==> src/rtl/led_sequencer.sv <==
// -----------------------------------------------------------------------------
// led_sequencer
//
// LED pattern generator for board bring-up. A programmable prescaler turns
// enabled clock cycles into step events; each step advances an LED_W-bit
// pattern in one of four modes (rotate left, rotate right, bounce, binary
// count). A free-running cycle counter is driven onto the GPIO header so the
// board clock can be checked with a scope or logic analyser.
//
// Ports:
//   clk     in   1       board clock, all state updates on its rising edge
//   rst     in   1       asynchronous active-low reset (0 = reset)
//   enable  in   1       1 = prescaler runs and pattern advances, 0 = hold
//   div     in   DIV_W   tick period minus one (tick every div+1 enabled cycles)
//   mode    in   2       0 rotate-left, 1 rotate-right, 2 bounce, 3 count
//   led     out  LED_W   current pattern (registered)
//   tick    out  1       one-cycle strobe, high while a new led value is first shown
//   gpio    out  GPIO_W  free-running cycle counter (registered)
//
// Output strobe semantics: tick acts as a valid with no ready. It is high for
// exactly one cycle, in the same cycle the freshly stepped (or reloaded) led
// value first appears; led is stable in every cycle where tick is low. There
// is no back-pressure -- a consumer that misses the strobe misses the step.
// -----------------------------------------------------------------------------
module led_sequencer #(
    parameter int LED_W  = 8,
    parameter int DIV_W  = 27,
    parameter int GPIO_W = 27
) (
    input  logic              clk,
    input  logic              rst,
    input  logic              enable,
    input  logic [DIV_W-1:0]  div,
    input  logic [1:0]        mode,
    output logic [LED_W-1:0]  led,
    output logic              tick,
    output logic [GPIO_W-1:0] gpio
);

    // Bounce direction is the only real state machine in the block.
    typedef enum logic {
        DIR_UP   = 1'b0,
        DIR_DOWN = 1'b1
    } dir_t;

    localparam logic [1:0] MODE_ROTL   = 2'd0;
    localparam logic [1:0] MODE_ROTR   = 2'd1;
    localparam logic [1:0] MODE_BOUNCE = 2'd2;
    localparam logic [1:0] MODE_COUNT  = 2'd3;

    logic [DIV_W-1:0] pcount;
    dir_t             dir;
    logic [1:0]       mode_q;

    logic             step_evt;
    logic             mode_change;
    logic [LED_W-1:0] rotl;
    logic [LED_W-1:0] rotr;
    logic [LED_W-1:0] seed;
    logic [LED_W-1:0] led_nxt;
    dir_t             dir_nxt;

    // >= rather than == so that shrinking div below the current count
    // forces a step on the next enabled cycle instead of a full wrap.
    assign step_evt    = enable && (pcount >= div);
    assign mode_change = (mode != mode_q);

    // Count mode starts from zero; all single-hot modes start at the LSB.
    assign seed = (mode == MODE_COUNT) ? '0 : LED_W'(1);

    // Rotations built bit by bit so LED_W=1 needs no special-case slicing:
    // a 1-bit rotate is the identity.
    always_comb begin
        rotl = '0;
        rotr = '0;
        for (int i = 0; i < LED_W; i++) begin
            rotl[(i + 1) % LED_W] = led[i];
            rotr[i]               = led[(i + 1) % LED_W];
        end
    end

    // Pattern step for the currently latched mode. Bounce uses the rotations
    // as shifts: with a single hot bit that is not at the turning end, a
    // rotate and a shift give the same result. At an end the direction flips
    // and the bit moves back in the same step, so it never dwells.
    always_comb begin
        led_nxt = led;
        dir_nxt = dir;
        case (mode_q)
            MODE_ROTL: led_nxt = rotl;
            MODE_ROTR: led_nxt = rotr;
            MODE_BOUNCE: begin
                if (dir == DIR_UP) begin
                    if (led[LED_W-1]) begin
                        dir_nxt = DIR_DOWN;
                        led_nxt = rotr;
                    end else begin
                        led_nxt = rotl;
                    end
                end else begin
                    if (led[0]) begin
                        dir_nxt = DIR_UP;
                        led_nxt = rotl;
                    end else begin
                        led_nxt = rotr;
                    end
                end
            end
            default: led_nxt = led + LED_W'(1);
        endcase
    end

    // Free-running counter: runs whenever out of reset, ignores enable.
    always_ff @(posedge clk or negedge rst) begin
        if (!rst) begin
            gpio <= '0;
        end else begin
            gpio <= gpio + GPIO_W'(1);
        end
    end

    // Prescaler, pattern, direction and latched mode. A mode change is only
    // taken at a step; that step reloads the seed instead of advancing, so a
    // mode request that reverts before the next step is never seen.
    always_ff @(posedge clk or negedge rst) begin
        if (!rst) begin
            pcount <= '0;
            led    <= LED_W'(1);
            dir    <= DIR_UP;
            mode_q <= MODE_ROTL;
            tick   <= 1'b0;
        end else begin
            tick <= 1'b0;
            if (enable) begin
                if (step_evt) begin
                    pcount <= '0;
                    tick   <= 1'b1;
                    if (mode_change) begin
                        mode_q <= mode;
                        led    <= seed;
                        dir    <= DIR_UP;
                    end else begin
                        led <= led_nxt;
                        dir <= dir_nxt;
                    end
                end else begin
                    pcount <= pcount + DIV_W'(1);
                end
            end
        end
    end

endmodule

==> config.mk <==
export PLATFORM = sky130hd
export DESIGN_NAME = led_sequencer
export DESIGN_NICKNAME = d
export VERILOG_FILES = /design/src/rtl/led_sequencer.sv
export SDC_FILE = /design/constraint.sdc
export NUM_CORES = 1
export LEC_CHECK = 0
export ABC_AREA = 1
export BUFFER_PORTS_ARGS = -buffer_cell sky130_fd_sc_hd__buf_2
export CORE_MARGIN = 2
export CORE_UTILIZATION = 55
export CTS_CLUSTER_DIAMETER = 120
export DETAILED_ROUTE_END_ITERATION = 10
export GPL_TIMING_DRIVEN = 0
export PLACE_DENSITY = 0.87
export SLEW_MARGIN = 20
export SYNTH_ARGS = -nofsm -noshare
export SYNTH_HDL_FRONTEND = slang
export SYNTH_SLANG_ARGS = --single-unit
==> constraint.sdc <==
create_clock -name clk -period 3.3 [get_ports clk]
set_input_delay 0.495 -clock clk [delete_from_list [all_inputs] [get_ports clk]]
set_output_delay 0.495 -clock clk [all_outputs]
set_load 0.1 [all_outputs]
Yosys cells after proc, flatten, opt, wreduce, memory -nomap -nowiden:

Cells that the tools add are included.

* $add $sub $neg: 3
* $lt $le $gt $ge: 1
* eq/ne operators: 4
* multiplexer cells: 14
* reductions and logical operators: 6

Operator list (number)
* $add A27 B1 Y27 const B: 2
* $mux W8: 4
* $ge A27 B27 Y1: 1
* $mux W27: 1
* $pmux W8 S3: 1
* $add A8 B1 Y8 const B: 1
* $mux W1: 8
* $reduce_and A3 Y1: 2
* $eq A2 B2 Y1 const B: 2
* $eq A2 B1 Y1 const B: 1
* $logic_not A2 Y1: 1
* $ne A2 B2 Y1: 1
* $reduce_and A2 Y1: 1
* $reduce_bool A2 Y1: 1
* $logic_and A1 B1 Y1: 1

* register bits: 66
* input bits: 32
* output and inout port bits: 36
* word-level logic and storage cells: 34

Longest topological paths before layout:

* depth in word-level cells: 4
* mapped depth: 14
* depth with buffers taken out: 14

Least setup slack after synthesis:

Ideal clock, no wire load.

* path type: reg-to-reg
* from: register gpio[0]
* to: register gpio[22]
* setup time: 159 ps
* data arrival time: 2343 ps
* required time: 3141 ps
* slack: 797 ps
* stages on the path, launching flop included: 8
* buffers on the path: 0
* clock period less this slack: 2503 ps
* path through: dfrtp_1 ha_1 nand3_1 nor3_2 nand4_1 nor2_2 nand4_1 xnor2_1

* word-level cells in the longest chain between the ends: 1

Ends and longest elaborated chain
* start: declaration: line 37 `output logic [GPIO_W-1:0] gpio`
* start signal: assignment: line 118 `gpio <= gpio + GPIO_W'(1);`
* $add A27 B1 Y27: line 118

No other way between the ends.
A chain may end at the register's enable or synchronous reset.

Worst setup path in the final report:

* from: register pcount[10]
* to: register pcount[8]

* word-level cells in the longest chain between the ends: 3

Ends and longest elaborated chain
* start: declaration: line 51 `logic [DIV_W-1:0] pcount;`
* start signal: assignment: line 147 `pcount <= pcount + DIV_W'(1);`
* $ge A27 B27 Y1: line 65 `assign step_evt = enable && (pcount >= div);`
* $logic_and A1 B1 Y1: line 65
* $mux W27: line 135 `if (step_evt) begin`

No other way between the ends.

==> results.cfg <==
[timing]
min_period_ns = 2.26
tightest_slew_ns = 0.477
slew_viol_final = 0
fmax_mhz = 442
fin_worst_skew_ns = 0.00757
rsz0062_at_grt = no
hold_viol_final = 0
hold_ws_ns = 0.0619
relSlewSlack_pct = 67.7
fin_crit_sh_pct = 68.5
setup_violations = 0
setup_tns_ns = 0

[worst_hold_path]
hp-class = in -> async

[clock_network]
cts.sinks = 66
root_buffer = clkbuf_8
clock_latency_ns = 0.34
clkTransAtPathRegs_ns = 0.08
cts_tree = built
clockBufferDepth = 2
hold_buffers = 0
ctsHtreeMaxLevel = 3
post_cts_buffers = 0
cts_buffers = 9
cts_resized = 0

[grt]
grt_max_degree = 41
grt_overflow = 0
grt_pass1_wl_um = 18200
grt.total_usage_pct = 25.8
antenna_found_initial = 0
grt_pass1_vias = 4156

[synth]
synth-seq-area-share_pct = 37.5
ys_ff_latch = 66
synth_top_area_cell = dfrtp_1
ys.flop_type = dfrtp_1
syn-num-nets = 644
synth.top_cells.by_count = nand2_1, inv_1, dfrtp_1
synthCells = 582
ys_async_sr_fraction_pct = 100
syn_area_per_cell_um2 = 7.56
ys_warn_count = 0
synth_edf_count = 0
synth_cell_types = 36
synth.most_common_cell = nand2_1
synth_top_cell_area_share_pct = 37.0
yosys-top-cells-area = dfrtp_1, nand2_1, ha_1, inv_1, nor2_1
syn_area_um2 = 4400

[final_layout]
area_delta_synth_final_pct = 15.4
finalNetCount = 723
drive_above_1_share_pct = 16.4
diodes = 0

[run_status]
status = finished, final reports clean

[floorplanning]
fp.dieH_um = 93.5
die_area_um2 = 8730
initial_utilization_pct = 57.0
rows = 32
ios = 68
die_x_um = 93.5
core_area_um2 = 7730

[run]
cap_violations = 0

[power]
p_int_w = 0.00148
switchingPower_w = 0.000962
switching_share_pct = 39.4
cellPowerDensity_nw_per_um2 = 481
ir_worst_vdd_mv = 0.373
clock_power_share_pct = 28.0
p_leak_nw = 2.71
pwr-share-comb_pct = 31.6
pwr-share-seq_pct = 40.3

[critical_path]
r2r-start = pcount[10]$_DFFE_PN0P_
critPathKind = reg -> reg
worst_setup_path_start_kind = register
worstReg2RegEnd = pcount[8]$_DFFE_PN0P_
r2r_cells = 12
cp_top_family = simple AND/OR/NAND/NOR gates
crit_chain = ha_1, nand2_1, nor2_1, and2_1, nand2_1, nand3_1, nand2_1, nand3_1, nand2_2, inv_2, buf_2, nor2_1
critical-path-max-stage-delay_ns = 0.46
rrSetupSlack_ns = 1.04
crit_slowest_cell = dfrtp_1
crit_required_ns = 3.53
worstSetupEndpointType = register
crit_path_frequent_cell = nand2_1
crit_path_max_fanout = 10
crit_arrival_ns = 2.49
path_buf_inv = 2

[placement]
port_buffers = 67
dp_hpwl_um = 7760
globalplace.congestion = 0.943

[drt]
drtIter0Drc = 246
vias = 4074
routed_wl_um = 10400
drc = 0
drtPass1Iterations = 5
ant_nets = 0
viasPerCell = 5.31
routedWlPerCell_um = 13.5
[power groups by stage]
stage          Clock [W]  Combinational (W)  Sequential [W]
2_1_floorplan          0           0.000430         0.00114
3_3_place_gp           0           0.000739        0.000995
3_5_place_dp           0           0.000765        0.000996
4_1_cts         0.000693           0.000771        0.000983
5_1_grt         0.000734           0.000869        0.000999
6_report        0.000685           0.000773        0.000985
[metrics by stage]
step | worst slack (ns) | instances | utilization (%) | instance area (µm²) | total power [W]
after floorplan | 0.797 | 582 | - | 4400 | 0.00157
after global placement | 0.950 | 751 | 63.0 | 4860 | 0.00173
after detailed placement | 0.895 | 752 | 63.2 | 4890 | 0.00176
after CTS | 1.03 | 767 | 65.8 | 5080 | 0.00245
after global routing | 0.792 | 767 | 65.8 | 5080 | 0.00260
final | 1.04 | 767 | 65.8 | 5080 | 0.00244
[worst max path at each step]
stage	startpoint	to	cells past startpoint
3_3_place_gp	div[26]	pcount[25]$_DFFE_PN0P_	13
5_1_grt	pcount[10]$_DFFE_PN0P_	pcount[23]$_DFFE_PN0P_	12
3_5_place_dp	div[26]	pcount[8]$_DFFE_PN0P_	13
2_1_floorplan	gpio[0]$_DFF_PN0_	gpio[22]$_DFF_PN0_	7
4_1_cts	pcount[10]$_DFFE_PN0P_	pcount[8]$_DFFE_PN0P_	12
6_report	pcount[10]$_DFFE_PN0P_	pcount[8]$_DFFE_PN0P_	12
[cell families (layout without fill, tap and decap cells)]
logic type	after synthesis	count (layout)	share of synthesized area, %
adder cells (fa/ha/maj)	30	30	8.53
AND/OR/NAND/NOR	283	283	29.0
flip-flops	66	66	37.5
buffers and inverters	97	180	8.50
AO/OA/AOI/OAI	63	63	7.87
XOR/XNOR	43	43	8.56
[routing by layer]
layer | global-route usage (%) | vias to the layer above | wire length (µm)
li1 | - | 2037 | -
met1 | 31.7 | 1883 | 4450
met2 | 43.9 | 137 | 5130
met3 | 5.24 | 17 | 636
met4 | 11.3 | 0 | 170
met5 | 0 | - | 0
[state kept, by name (all words and copies together) (netlist names)]
signal  cells
dir         1
pcount     27
gpio       27
mode_q      2
led         8
tick        1
[worst reg2reg max path: cells and delay by family (launching register included)]
kind,cells,cell delay (ns)
and+or+nand+nor,9,0.94
DFF,1,0.46
buffers and inverters,2,0.38
adders and majority gates,1,0.35
[final cells by class]
cell class / count / area [µm²]
fill: 660 / 2650
multi-input combinational: 419 / 2370
sequential: 66 / 1650
timing repair buffer: 68 / 358
inverter: 89 / 334
clock buffer: 11 / 141
tap: 102 / 128
clock inverter: 4 / 52.6
buffer: 8 / 40.0
[cell usage in the layout (no fill, tap or decap), types with 3 or more instances in the layout]
cell type,synthesis,final
dfrtp_1,65,65
xor2_1,26,26
inv_1,87,87
nand3_1,33,33
nand4_1,21,21
a21oi_1,16,16
ha_1,30,30
o211ai_1,3,3
o21ai_0,33,33
clkbuf_8,0,10
nor4_1,4,4
xnor2_1,17,17
nor3_1,10,10
clkinvlp_4,0,3
nand2_2,5,5
nor2_2,5,5
buf_2,5,71
nand2_1,131,131
a21o_1,4,4
nor2_1,63,63
clkbuf_1,2,3
(Power assumes the default switching activity.)
